$ cat src/rtl/operand_demux_pkg.sv
`default_nettype none
// ============================================================================
//  Module   : operand_demux_pkg
//  Purpose  : Shared operand width and destination-select codes for the
//             operand multiplexer / demultiplexer pair.
//  Revision : 1.0 - initial release
// ============================================================================
package operand_demux_pkg;

  localparam int OPERAND_SIZE = 8;

  localparam logic [1:0] c_SEL_DROP  = 2'b00;
  localparam logic [1:0] c_SEL_PORT1 = 2'b01;
  localparam logic [1:0] c_SEL_PORT2 = 2'b10;
  localparam logic [1:0] c_SEL_BCAST = 2'b11;

  // True when the select code routes an operand to destination 1.
  function automatic logic targets_port1(input logic [1:0] s);
    return (s == c_SEL_PORT1) || (s == c_SEL_BCAST);
  endfunction

  // True when the select code routes an operand to destination 2.
  function automatic logic targets_port2(input logic [1:0] s);
    return (s == c_SEL_PORT2) || (s == c_SEL_BCAST);
  endfunction

endpackage
`default_nettype wire

$ cat src/rtl/operand_demux_slot.sv
`default_nettype none
// ============================================================================
//  Module   : demux_slot
//  Purpose  : One-entry output register with valid/ready handshake. Accepts
//             a load in the same cycle as the held operand is consumed.
//  Revision : 1.0 - initial release
// ============================================================================
module demux_slot #(
  parameter int WIDTH = 8
) (
  input  logic             clk,
  input  logic             rst_n,
  input  logic             i_load,
  input  logic [WIDTH-1:0] i_din,
  input  logic             i_ready,
  output logic [WIDTH-1:0] o_data,
  output logic             o_valid,
  output logic             o_free
);

  logic             r_valid;
  logic [WIDTH-1:0] r_data;

  // Slot can take a new operand when empty or being drained this cycle.
  // While reset is asserted the slot reports free, since it is about to be emptied.
  assign o_free  = !rst_n || !r_valid || i_ready;
  assign o_data  = r_data;
  assign o_valid = r_valid;

  // Load has priority over consume so a simultaneous drain+reload keeps valid high.
  // Data is only written on load, so it holds after valid drops.
  always_ff @(posedge clk) begin
    if (!rst_n) begin
      r_valid <= 1'b0;
      r_data  <= '0;
    end else if (i_load) begin
      r_valid <= 1'b1;
      r_data  <= i_din;
    end else if (r_valid && i_ready) begin
      r_valid <= 1'b0;
    end
  end

endmodule
`default_nettype wire

$ cat src/rtl/operand_demux.sv
`default_nettype none
// ============================================================================
//  Module   : operand_demux
//  Purpose  : Routes an operand to one of two registered destinations, to
//             both (all-or-nothing broadcast), or drops it while counting.
//  Revision : 1.0 - initial release
// ============================================================================
module operand_demux
  import operand_demux_pkg::*;
#(
  parameter int WIDTH = OPERAND_SIZE
) (
  input  logic             clk,
  input  logic             rst_n,
  input  logic [1:0]       sel,
  input  logic [WIDTH-1:0] din,
  input  logic             in_valid,
  output logic             in_ready,
  output logic [WIDTH-1:0] out1,
  output logic [WIDTH-1:0] out2,
  output logic             out1_valid,
  output logic             out2_valid,
  input  logic             out1_ready,
  input  logic             out2_ready,
  output logic [7:0]       drop_cnt
);

  logic       w_free1;
  logic       w_free2;
  logic       w_accept;
  logic       w_load1;
  logic       w_load2;
  logic [7:0] r_drop_cnt;

  // Ready depends only on the slots the select code targets; broadcast
  // needs both so a transfer never lands in just one of them.
  always_comb begin
    in_ready = 1'b0;
    case (sel)
      c_SEL_DROP:  in_ready = 1'b1;
      c_SEL_PORT1: in_ready = w_free1;
      c_SEL_PORT2: in_ready = w_free2;
      c_SEL_BCAST: in_ready = w_free1 && w_free2;
      default:     in_ready = 1'b0;
    endcase
  end

  assign w_accept = in_valid && in_ready;
  assign w_load1  = w_accept && targets_port1(sel);
  assign w_load2  = w_accept && targets_port2(sel);

  demux_slot #(.WIDTH(WIDTH)) u_slot1 (
    .clk     (clk),
    .rst_n   (rst_n),
    .i_load  (w_load1),
    .i_din   (din),
    .i_ready (out1_ready),
    .o_data  (out1),
    .o_valid (out1_valid),
    .o_free  (w_free1)
  );

  demux_slot #(.WIDTH(WIDTH)) u_slot2 (
    .clk     (clk),
    .rst_n   (rst_n),
    .i_load  (w_load2),
    .i_din   (din),
    .i_ready (out2_ready),
    .o_data  (out2),
    .o_valid (out2_valid),
    .o_free  (w_free2)
  );

  // Count accepted drop transfers; wraps naturally at 8 bits.
  always_ff @(posedge clk) begin
    if (!rst_n) begin
      r_drop_cnt <= 8'd0;
    end else if (w_accept && (sel == c_SEL_DROP)) begin
      r_drop_cnt <= r_drop_cnt + 8'd1;
    end
  end

  assign drop_cnt = r_drop_cnt;

endmodule
`default_nettype wire

$ cat config.mk
export PLATFORM = sky130hd
export DESIGN_NAME = operand_demux
export DESIGN_NICKNAME = d
export VERILOG_FILES = /design/src/rtl/operand_demux_pkg.sv /design/src/rtl/operand_demux_slot.sv /design/src/rtl/operand_demux.sv
export SDC_FILE = /design/constraint.sdc
export NUM_CORES = 1
export LEC_CHECK = 0
export CAP_MARGIN = 20
export CORE_ASPECT_RATIO = 1.1
export CORE_MARGIN = 2
export CORE_UTILIZATION = 43
export CTS_CLUSTER_SIZE = 25
export DETAILED_ROUTE_END_ITERATION = 16
export PLACE_DENSITY = 0.78
export SYNTH_ARGS = -nofsm -noshare
export SYNTH_HDL_FRONTEND = slang
export SYNTH_SLANG_ARGS = --single-unit
$ cat constraint.sdc
create_clock -name clk -period 2.1 [get_ports clk]
set_clock_uncertainty 0.1 [all_clocks]
set_input_delay 0.63 -clock clk [delete_from_list [all_inputs] [get_ports clk]]
set_output_delay 0.63 -clock clk [all_outputs]
set_load 0.03 [all_outputs]
### Word level (Yosys, flattened, before mapping)

Index checks and enable logic that the tools add are counted.

| word-level totals | value |
|---|---|
| register bits after elaboration | 26 |
| word-level logic and storage cells | 33 |

| cells by class | value |
|---|---|
| add/subtract/negate cells | 1 |
| equal/unequal tests | 3 |
| mux-type cells | 5 |
| reductions and logical operators | 19 |

Operators with widths:

| operator | count |
|---|---|
| 8-bit by 1-bit adder with 8-bit output (second input constant) | 1 |
| 1-bit logical AND | 7 |
| 1-bit logical OR | 6 |
| 2-bit == test (second input constant) | 2 |
| 1-bit two-way mux | 4 |
| 1-bit case mux with 4 select lines | 1 |
| 2-bit nonzero test | 2 |
| 1-bit logical NOT | 3 |
| 2-bit by 1-bit == test with 1-bit output (second input constant) | 1 |
| 2-bit logical NOT | 1 |

### Longest topological paths before layout

| logic depth | value |
|---|---|
| depth in word-level cells | 8 |
| gate-level depth with buffers | 5 |
| mapped depth without buffers | 4 |

### Hierarchy

A second synthesis with hierarchy kept.

| second synthesis, totals | value |
|---|---|
| cells, all modules | 105 |
| area, all modules | 1078.5 um^2 |

Modules (own cells, without submodules):

| module | times used | cells each | area an instance (um^2) | sequential area each (um^2) |
|---|---|---|---|---|
| demux_slot | 2 | 29 | 339.1 | 180.2 |
| operand_demux | 1 | 47 | 400.4 | 160.2 |

### Worst setup path before layout

OpenSTA, ideal clock, no wires.

| path | value |
|---|---|
| path kind | input port to output port |
| start | in rst_n |
| end | out in_ready |
| data arrival time | 1.464 ns |
| data required time | 1.370 ns |
| path slack | -0.094 ns |
| cell stages on the path | 4 |
| path buffers | 2 |
| cell sequence | buf_6 > and4b_1 > buf_6 > nor2_1 |

| on the way | value |
|---|---|
| cells in the longest elaborated chain, start to end | 5 |

RTL lines:

| what | RTL line | text |
|---|---|---|
| from (decl) | operand_demux.sv:14 | `input logic rst_n,` |
| 1-bit logical NOT (*) | - |  |
| 1-bit logical OR (2 in a row) | operand_demux_slot.sv:26 | `assign o_free = !rst_n \|\| !r_valid \|\| i_ready;` |
| 1-bit logical AND | operand_demux.sv:43 | `c_SEL_BCAST: in_ready = w_free1 && w_free2;` |
| 1-bit case mux with 4 select lines (*) | operand_demux.sv:39 | `case (sel)` |
| to (decl) | operand_demux.sv:18 | `output logic in_ready,` |

Every way passes the cells marked *; elsewhere a longest branch is shown, timed or not.

### Worst setup path in the final report

| path | value |
|---|---|
| start | in out2_ready |
| end | out in_ready |

| on the way | value |
|---|---|
| cells in the longest elaborated chain, start to end | 3 |

RTL lines:

| what | RTL line | text |
|---|---|---|
| from (decl) | operand_demux.sv:24 | `input logic out2_ready,` |
| 1-bit logical OR (*) | operand_demux_slot.sv:26 |  |
| 1-bit logical AND | operand_demux.sv:43 |  |
| 1-bit case mux with 4 select lines (*) | operand_demux.sv:39 |  |

Marked as above.

==> out/qor.txt <==
status: completed
Synth Cell Area: 1145 µm²
all-layer global routing usage: 0.1778
Hold Crit Class: reg2reg
Hold Vio Cnt, Final: 0
Num CTS Buffers: 3
H-tree depth: 1
final setup vio count: 0
design internal power: 0.7850 mW
grt total ovfl: 0
CP delay by family, top: buffers and inverters
Period minus WS final: 2057 ps
total number of vias: 1,016
commonest non-fill, non-tap cells in the layout: nand2_1, dfxtp_1, dlygate4sd2_1
busiest grt layer: met2
GR Layer Usage met2: 0.3107
Core Area: 2520 µm²
first-pass GRT wire length: 4133 µm
Leak: 0.8721 nW
VDD IR max: 0.4901 mV
Syn. warnings: 0
Routed Wire Length: 2520 µm
# nets final: 187
Max Freq: 0.4861 GHz
drt drc: 0
Worst path max stage delay: 280 ps
placed cells: 195
Slew HR: 0.7812
Logic pwr share: 0.168
GR met1 Demand/Resource: 0.2049
Post-Synthesis Cells: 120
Clk network pwr share: 0.330
synthesized flop and latch total: 26
R2R Setup Slk: 560 ps
fraction of final layout cells sized beyond drive strength 1: 0.1412
Vert. Die Dim: 58.12 µm
crit path DAT: 1330 ps
Final Max Tran Viols: 0
post-synth cell types: 28
routing usage on met3: 0.04381
final worst path period share: 0.9797
Ports: 42
Switching Fraction: 0.2470
clock sink total: 26
vias in the first global route: 972
P&R area growth vs syn: 47.98%
initial antenna violation count: 0
Starting Density: 0.4543
kind of critical path: in2out
Post-DP HPWL: 1864 µm
Layout Utilization: 0.6723
CTS tree: yes
largest net degree at the start of global routing: 36
critical path peak fanout: 2
clk_lat worst skew: 330 ps
final non-filler cell total: 201
overall power: 1.043 mW
hold_buf cts: 0
Slew @ Worst Pin: 328.3 ps
Buf/Inv on CP: 2
most common cell after layout, fill and taps aside: nand2_1
Synth Area per Inst: 9.540 µm²
Setup Slack @ Placement: -281.4 ps
per-cell routed wire length: 12.54 µm
fin worst setup slack: 42.72 ps
CP Capture Type: primary output
Seq pwr share: 0.502
GP Congestion: 0.8065
crit path cell chain: dlygate4sd2_1 > and4b_1 > nor2_2 > buf_6
sw power: 0.2575 mW
post-route ant nets: 0
Cell Pwr Density: 615.4 nW/µm²
RSZ-0062 raised after global routing: false
vias per inst: 5.055
row cnt: 19
maximum clock insertion buffer count: 2
clock root buffer: clkbuf_4
Die X: 53.20 µm
diodes inserted: 0
maxcap violations: 0
Clock transition at path regs: 140 ps
Die Area: 3091 µm²
DR pass1 iterations: 4
register area share after synthesis: 0.4546
Port Buf Inserts: 41
Critical Path RT: 1370 ps
critical path launch point type: primary input
Setup TNS: 0 ps
Slowest-stage cell, CP: and4b_1
Net Count, Synth: 136
DRT iter0 DRCs: 8
[synthesized netlist by cell type]
master	number	area, µm²
buf_4	1	7.510
ha_1	1	12.51
mux2i_1	18	180.2
nor3_4	2	32.53
or3b_1	1	8.760
o41ai_1	2	17.52
clkbuf_1	3	11.26
o22ai_1	2	12.51
and4bb_2	1	12.51
inv_1	4	15.01
buf_6	2	22.52
nand2b_1	4	25.02
nand4_1	1	6.260
and3_1	1	6.260
and4b_1	2	20.02
and4_1	1	8.760
nand2_1	30	112.6
xnor2_1	2	17.52
and2_1	2	12.51
nand3_1	3	15.01
or3_1	1	6.260
buf_2	1	5.000
nor3b_2	1	12.51
a21oi_1	2	10.01
nor2_1	3	11.26
dfxtp_1	26	520.5
o311ai_1	2	17.52
o21ai_1	1	5.000
[final timing paths]
path,startpoint,to,cells past startpoint
setup reg to reg,u_slot1.o_valid,u_slot2.o_data[1],6
hold / removal,u_slot1.o_data[5],u_slot1.o_data[5],2
setup / recovery,out2_ready,in_ready,4
hold reg to reg,u_slot1.o_data[5],u_slot1.o_data[5],2
[area by class of cell]
class                           count  area [µm²]
Fill cell                         218       825.8
Multi-Input combinational cell     83       565.5
Sequential cell                    26       520.5
Timing Repair Buffer               53       501.7
Tap cell                           31       38.79
Clock inverter                      1       30.03
Clock buffer                        3       22.52
Inverter                            4       15.01
[sequential cells by signal, indices dropped and copies added, names as in the netlist]
signal,cells
u_slot2.o_valid,1
u_slot1.o_valid,1
drop_cnt,8
u_slot2.o_data,8
u_slot1.o_data,8
[worst min-delay path, delay by kind of cell (launching register included)]
| family | cells | cell delay [ps] |
|---|---|---|
| muxes | 1 | 50 |
| DFF | 1 | 340 |
| and+or+nand+nor | 1 | 50 |
[stage by stage]
step | hold WS (ps) | area [µm²]
after floorplan | 482.4 | 1147
after global placement | 343.9 | 1635
after detailed placement | 349.1 | 1635
after CTS | 367.6 | 1679
after global routing | 390.1 | 1694
final | 366.1 | 1694
[power groups by stage]
stage          clock network, mW  registers (mW)  logic (mW)
4_1_cts                    0.353           0.524       0.178
3_3_place_gp                   0           0.534       0.185
2_1_floorplan                  0           0.574      0.0590
5_1_grt                    0.371           0.526       0.188
3_5_place_dp                   0           0.534       0.187
6_report                   0.344           0.523       0.175
[timing repair]
action | in CTS | in global routing
setup endpoints to repair | 20 | 8
endpoints found under the hold margin | 0 | 0
setup buffers | 2 | 0
resized for setup | 27 | 10
pin swaps | 3 | 2
[routing by layer]
layer	vias up	share of wire
met2	36	0.49
met1	469	0.42
met3	3	0.072
met5	-	0
li1	508	-
met4	0	0.012
[logic make-up after synthesis]
group / synth area share
buffers and inverters: 0.05354
flip-flops: 0.4546
AO/OA/AOI/OAI: 0.05464
adder cells (fa/ha/maj): 0.01093
XOR/XNOR: 0.01530
multiplexers: 0.1574
AND/OR/NAND/NOR: 0.2536
(Power assumes the default switching activity.)
==> RTL edit 1 (config.mk and constraints unchanged) <==
Set the package constant `OPERAND_SIZE` to 16 (it was 8).
--- a/src/rtl/operand_demux_pkg.sv
+++ b/src/rtl/operand_demux_pkg.sv
@@ -7,7 +7,7 @@
 // ============================================================================
 package operand_demux_pkg;
 
-  localparam int OPERAND_SIZE = 8;
+  localparam int OPERAND_SIZE = 16;
 
   localparam logic [1:0] c_SEL_DROP  = 2'b00;
   localparam logic [1:0] c_SEL_PORT1 = 2'b01;
Interface: changed (resized din, out1 and out2); port bits go from 42 to 66. The function was not compared with the original's and may differ.
==> RTL edit 1 against the unedited design <==
- non-clock buffer count grew 23
- worst setup slack lost 0.024 ns
- area after synthesis grew 50%
- sequential cell count grew 16
- power grew 84%
- cell area grew 55%
- sequential power grew 63%
- wire length grew 45%
- via count grew 41%
- count of clock-buffer cells in the layout grew 3
- critical path type unchanged
==> RTL edit 1: results (changes against the unedited design) <==
Pwr
  – Power per Cell Area: 730 nW/um2 (+19%)
  – Max VDD drop: 0.532 mV (+8.6%)

Outcome
  – Outcome: finished, final reports clean

CTS
  – Post-CTS setup buffers: 1 (-1)
  – Post-CTS Resized: 11 (-59%)
  – CTS HTree Levels: 2 (+1)
  – Buffer type at the clock tree root: clkbuf_8
  – Clock slew at reported path FFs: 0.08 ns (-0.06 ns)

Place
  – Number of port buffers: 65 (+59%)
  – Dpl ws: -0.355 ns (-0.0735 ns)
  – DP HPWL: 2560 um (+37%)
  – # placed instances: 292 (+50%)
  – RePlAce Congestion: 0.753 (-6.7%)

STA
  – Rel. slew slack: 0.777 (-0.00371)
  – WHS: 0.356 ns (-0.0101 ns)
  – Fmax: 481 MHz (-1.1%)

GRT
  – M2 GR Usage: 0.286 (-0.0248)
  – Vias in the first global route: 1374 (+41%)
  – Largest net degree at the start of global routing: 35 (-2.8%)
  – GRT Total Usage: 0.173 (-0.00453)
  – Grt met1 use: 0.216 (+0.0109)
  – Global routing usage on met3: 0.0467 (+0.00288)

Worst setup path
  – Crit path largest cell delay: 0.32 ns (+0.04 ns)
  – R2r endpoint: u_slot1.o_data[2]
  – Worst R2R Setup Slack: 0.45 ns (-0.11 ns)
  – Slowest CP cell: and4b_2
  – Worst r2r src: u_slot2.o_valid
  – Data arrival, critical path: 1.35 ns (+0.02 ns)

Logic synthesis
  – Top cells by count, synth: nand2_1 (53), dfxtp_1 (42), mux2i_1 (34)
  – Syn Nets: 202 (+49%)
  – Sequential fraction of the synthesis area: 0.491 (+0.0359)
  – Yosys cell types: 30 (+7.1%)
  – Synth Area in Adders: 0.00730 (-0.00363)
  – Post-Synth XOR/XNOR Area: 0.0102 (-0.00508)

Worst hold path
  – Min-delay src: u_slot2.o_data[11]
  – Hold Path End: u_slot2.o_data[11]

Final layout
  – Nets@finish: 273 (+46%)
  – Ratio of cells with drive above 1 in the final layout: 0.108 (-0.0332)
  – Fillers: 316 (+45%)

Route
  – Met1 WL: 1580 um (+49%)
  – Routed WL: 3640 um (+45%)
  – Met2 wire length: 1810 um (+45%)
  – Number of vias per cell: 4.74 (-6.3%)
==> RTL edit 1: cell count changes after synthesis, sizes merged, moves of 3 or more <==
cell	change
nand2	+23
dfxtp	+16
mux2i	+16
clkbuf	+5
a21boi	+3
==> RTL edit 1: power breakdown <==
part	switching [W]	internal, W
clock network	0.000265	0.000507
registers	0.0000190	0.000832
logic	0.000155	0.000143
total	0.000439	0.00148
==> RTL edit 1: area by class of cell <==
| type | count | area share |
|---|---|---|
| clock buffers | 6 | 0.0314 |
| well taps | 52 | 0.0247 |
| multi-input cells | 120 | 0.308 |
| repair buffers | 76 | 0.288 |
| flip-flops and latches | 42 | 0.320 |
| inverters | 4 | 0.00571 |
| clock inverters | 2 | 0.0228 |
==> RTL edit 1: worst register-to-register path: cells and delay by family (launching register included) <==
| family | cells | cell delay (ns) |
|---|---|---|
| muxes | 1 | 0.21 |
| buffers and inverters | 3 | 0.49 |
| and+or+nand+nor | 2 | 0.46 |
| DFF | 1 | 0.32 |
==> RTL edit 2 (same settings) <==
Without the edit above. Make the reset (`rst_n`) asynchronous in 2 clocked blocks.
--- a/src/rtl/operand_demux_slot.sv
+++ b/src/rtl/operand_demux_slot.sv
@@ -29,7 +29,7 @@
 
   // Load has priority over consume so a simultaneous drain+reload keeps valid high.
   // Data is only written on load, so it holds after valid drops.
-  always_ff @(posedge clk) begin
+  always_ff @(posedge clk or negedge rst_n) begin
     if (!rst_n) begin
       r_valid <= 1'b0;
       r_data  <= '0;
--- a/src/rtl/operand_demux.sv
+++ b/src/rtl/operand_demux.sv
@@ -72,7 +72,7 @@
   );
 
   // Count accepted drop transfers; wraps naturally at 8 bits.
-  always_ff @(posedge clk) begin
+  always_ff @(posedge clk or negedge rst_n) begin
     if (!rst_n) begin
       r_drop_cnt <= 8'd0;
     end else if (w_accept && (sel == c_SEL_DROP)) begin
Check against the original RTL: differs if rst_n is asserted again (counterexample within 4 cycles, from zero or initial values and one cycle with rst_n low); with rst_n held inactive, the same outputs for 10 cycles.
==> RTL edit 2 against the unedited design <==
- the flow now finishes with violations (negative setup slack)
- critical path depth unchanged
- cell area increased by 8.3%
- utilization decreased by 6.5 points
- sequential share of layout area increased by 4.7 points
- fmax decreased by 2.3%
- worst setup slack got worse by 0.048 ns
- wire length increased by 26%
- area after synthesis increased by 17%
- worst hold slack improved by 0.0094 ns
- sequential cell count unchanged
- critical path type is now reg2out
- highest routed layer unchanged
Power is not compared: it rests on default switching activity, and its combinational part moved more than twofold at a synthesized area within 25%.
==> RTL edit 2: results (changes against the unedited design) <==
Worst setup path
  – Family with the most delay on the worst path: flip-flops
  – Worst-path maximum fanout: 3 (+1)
  – Crit path largest cell delay: 0.42 ns (+0.14 ns)
  – Data arrival, critical path: 1.38 ns (+0.05 ns)
  – Worst R2R Setup Slack: 0.63 ns (+0.07 ns)
  – Slowest CP cell: dfrtp_1
  – CP Launch Type: register
  – R2r endpoint: u_slot1.o_data[6]
  – Worst r2r path cells: 4 (-2)
  – Worst r2r src: u_slot1.o_valid

STA
  – WHS: 0.375 ns (+0.00940 ns)
  – Setup TNS: -0.00545 ns (-0.00545 ns)
  – Rel. slew slack: 0.593 (-0.188)
  – Final setup violating endpoints: 1 (+1)
  – Final worst slack: -0.00545 ns (-0.0482 ns)

GRT
  – Global routing usage on met3: 0.0269 (-0.0169)
  – First-pass GRT wire length: 5240 um (+27%)
  – GRT Total Usage: 0.187 (+0.00911)
  – Grt met1 use: 0.278 (+0.0736)
  – M2 GR Usage: 0.282 (-0.0291)
  – Vias in the first global route: 1134 (+17%)
  – Largest net degree at the start of global routing: 44 (+22%)

Logic synthesis
  – Top cells by count, synth: nand2_1 (36), dfrtp_1 (26), o211ai_1 (24)
  – Yosys cell types: 25 (-11%)
  – Main area contributors after synthesis: dfrtp_1 (48%), o211ai_1 (13%), nand2_1 (10%), o211ai_2 (7.4%), xnor2_1 (3.9%)
  – Sequential fraction of the synthesis area: 0.484 (+0.0295)

Route
  – Met1 WL: 1480 um (+39%)
  – Met2 wire length: 1470 um (+18%)
  – Number of vias per cell: 5.47 (+8.2%)
  – Routed via count: 1165 (+15%)
  – DRT iter0 DRCs: 36 (+28)

Worst hold path
  – Cell count of the worst hold path: 1 (-1)
  – Hold Path End: drop_cnt[7]
  – Min-delay src: drop_cnt[7]

Final layout
  – Design area: 1830 um2 (+8.3%)
  – Fillers: 274 (+26%)
  – Ratio of cells with drive above 1 in the final layout: 0.201 (+0.0599)

Outcome
  – Outcome: complete, but fails checks
  – Failing checks: negative setup slack

Place
  – # placed instances: 206 (+5.6%)
  – RePlAce Congestion: 0.741 (-8.1%)
  – DP HPWL: 2360 um (+27%)
  – Dpl ws: -0.411 ns (-0.129 ns)

Pwr
  – Final Power: between 0.0015 and 0.002 W

CTS
  – Clock Latency Late Sink: 0.31 ns (-0.02 ns)
==> RTL edit 2: repair_timing <==
| item | 4_1_cts | 5_1_grt |
|---|---|---|
| pin swaps | 3 | 2 |
| buffers inserted | 1 | 2 |
| endpoints found under the hold margin | 0 | 0 |
| setup endpoints to repair | 27 | 1 |
| gates resized for setup | 46 | 3 |
| hold buffers | 0 | 0 |
==> RTL edit 2: cells by family after synthesis <==
kind of cell               share of synthesized area
and+or+nand+nor                                0.178
AOI/OAI and AO/OA                              0.226
DFF                                            0.484
buffers and inverters                         0.0484
xor gates and xnor gates                      0.0456
muxes                                        0.00838
adders and majority gates                    0.00931
==> RTL edit 2: layout make-up <==
type / instances / area share
Tap cell: 34 / 0.0232
Inverter: 1 / 0.00409
Sequential cell: 26 / 0.355
Clock buffer: 4 / 0.0198
Timing Repair Buffer: 53 / 0.251
Multi-Input combinational cell: 95 / 0.347
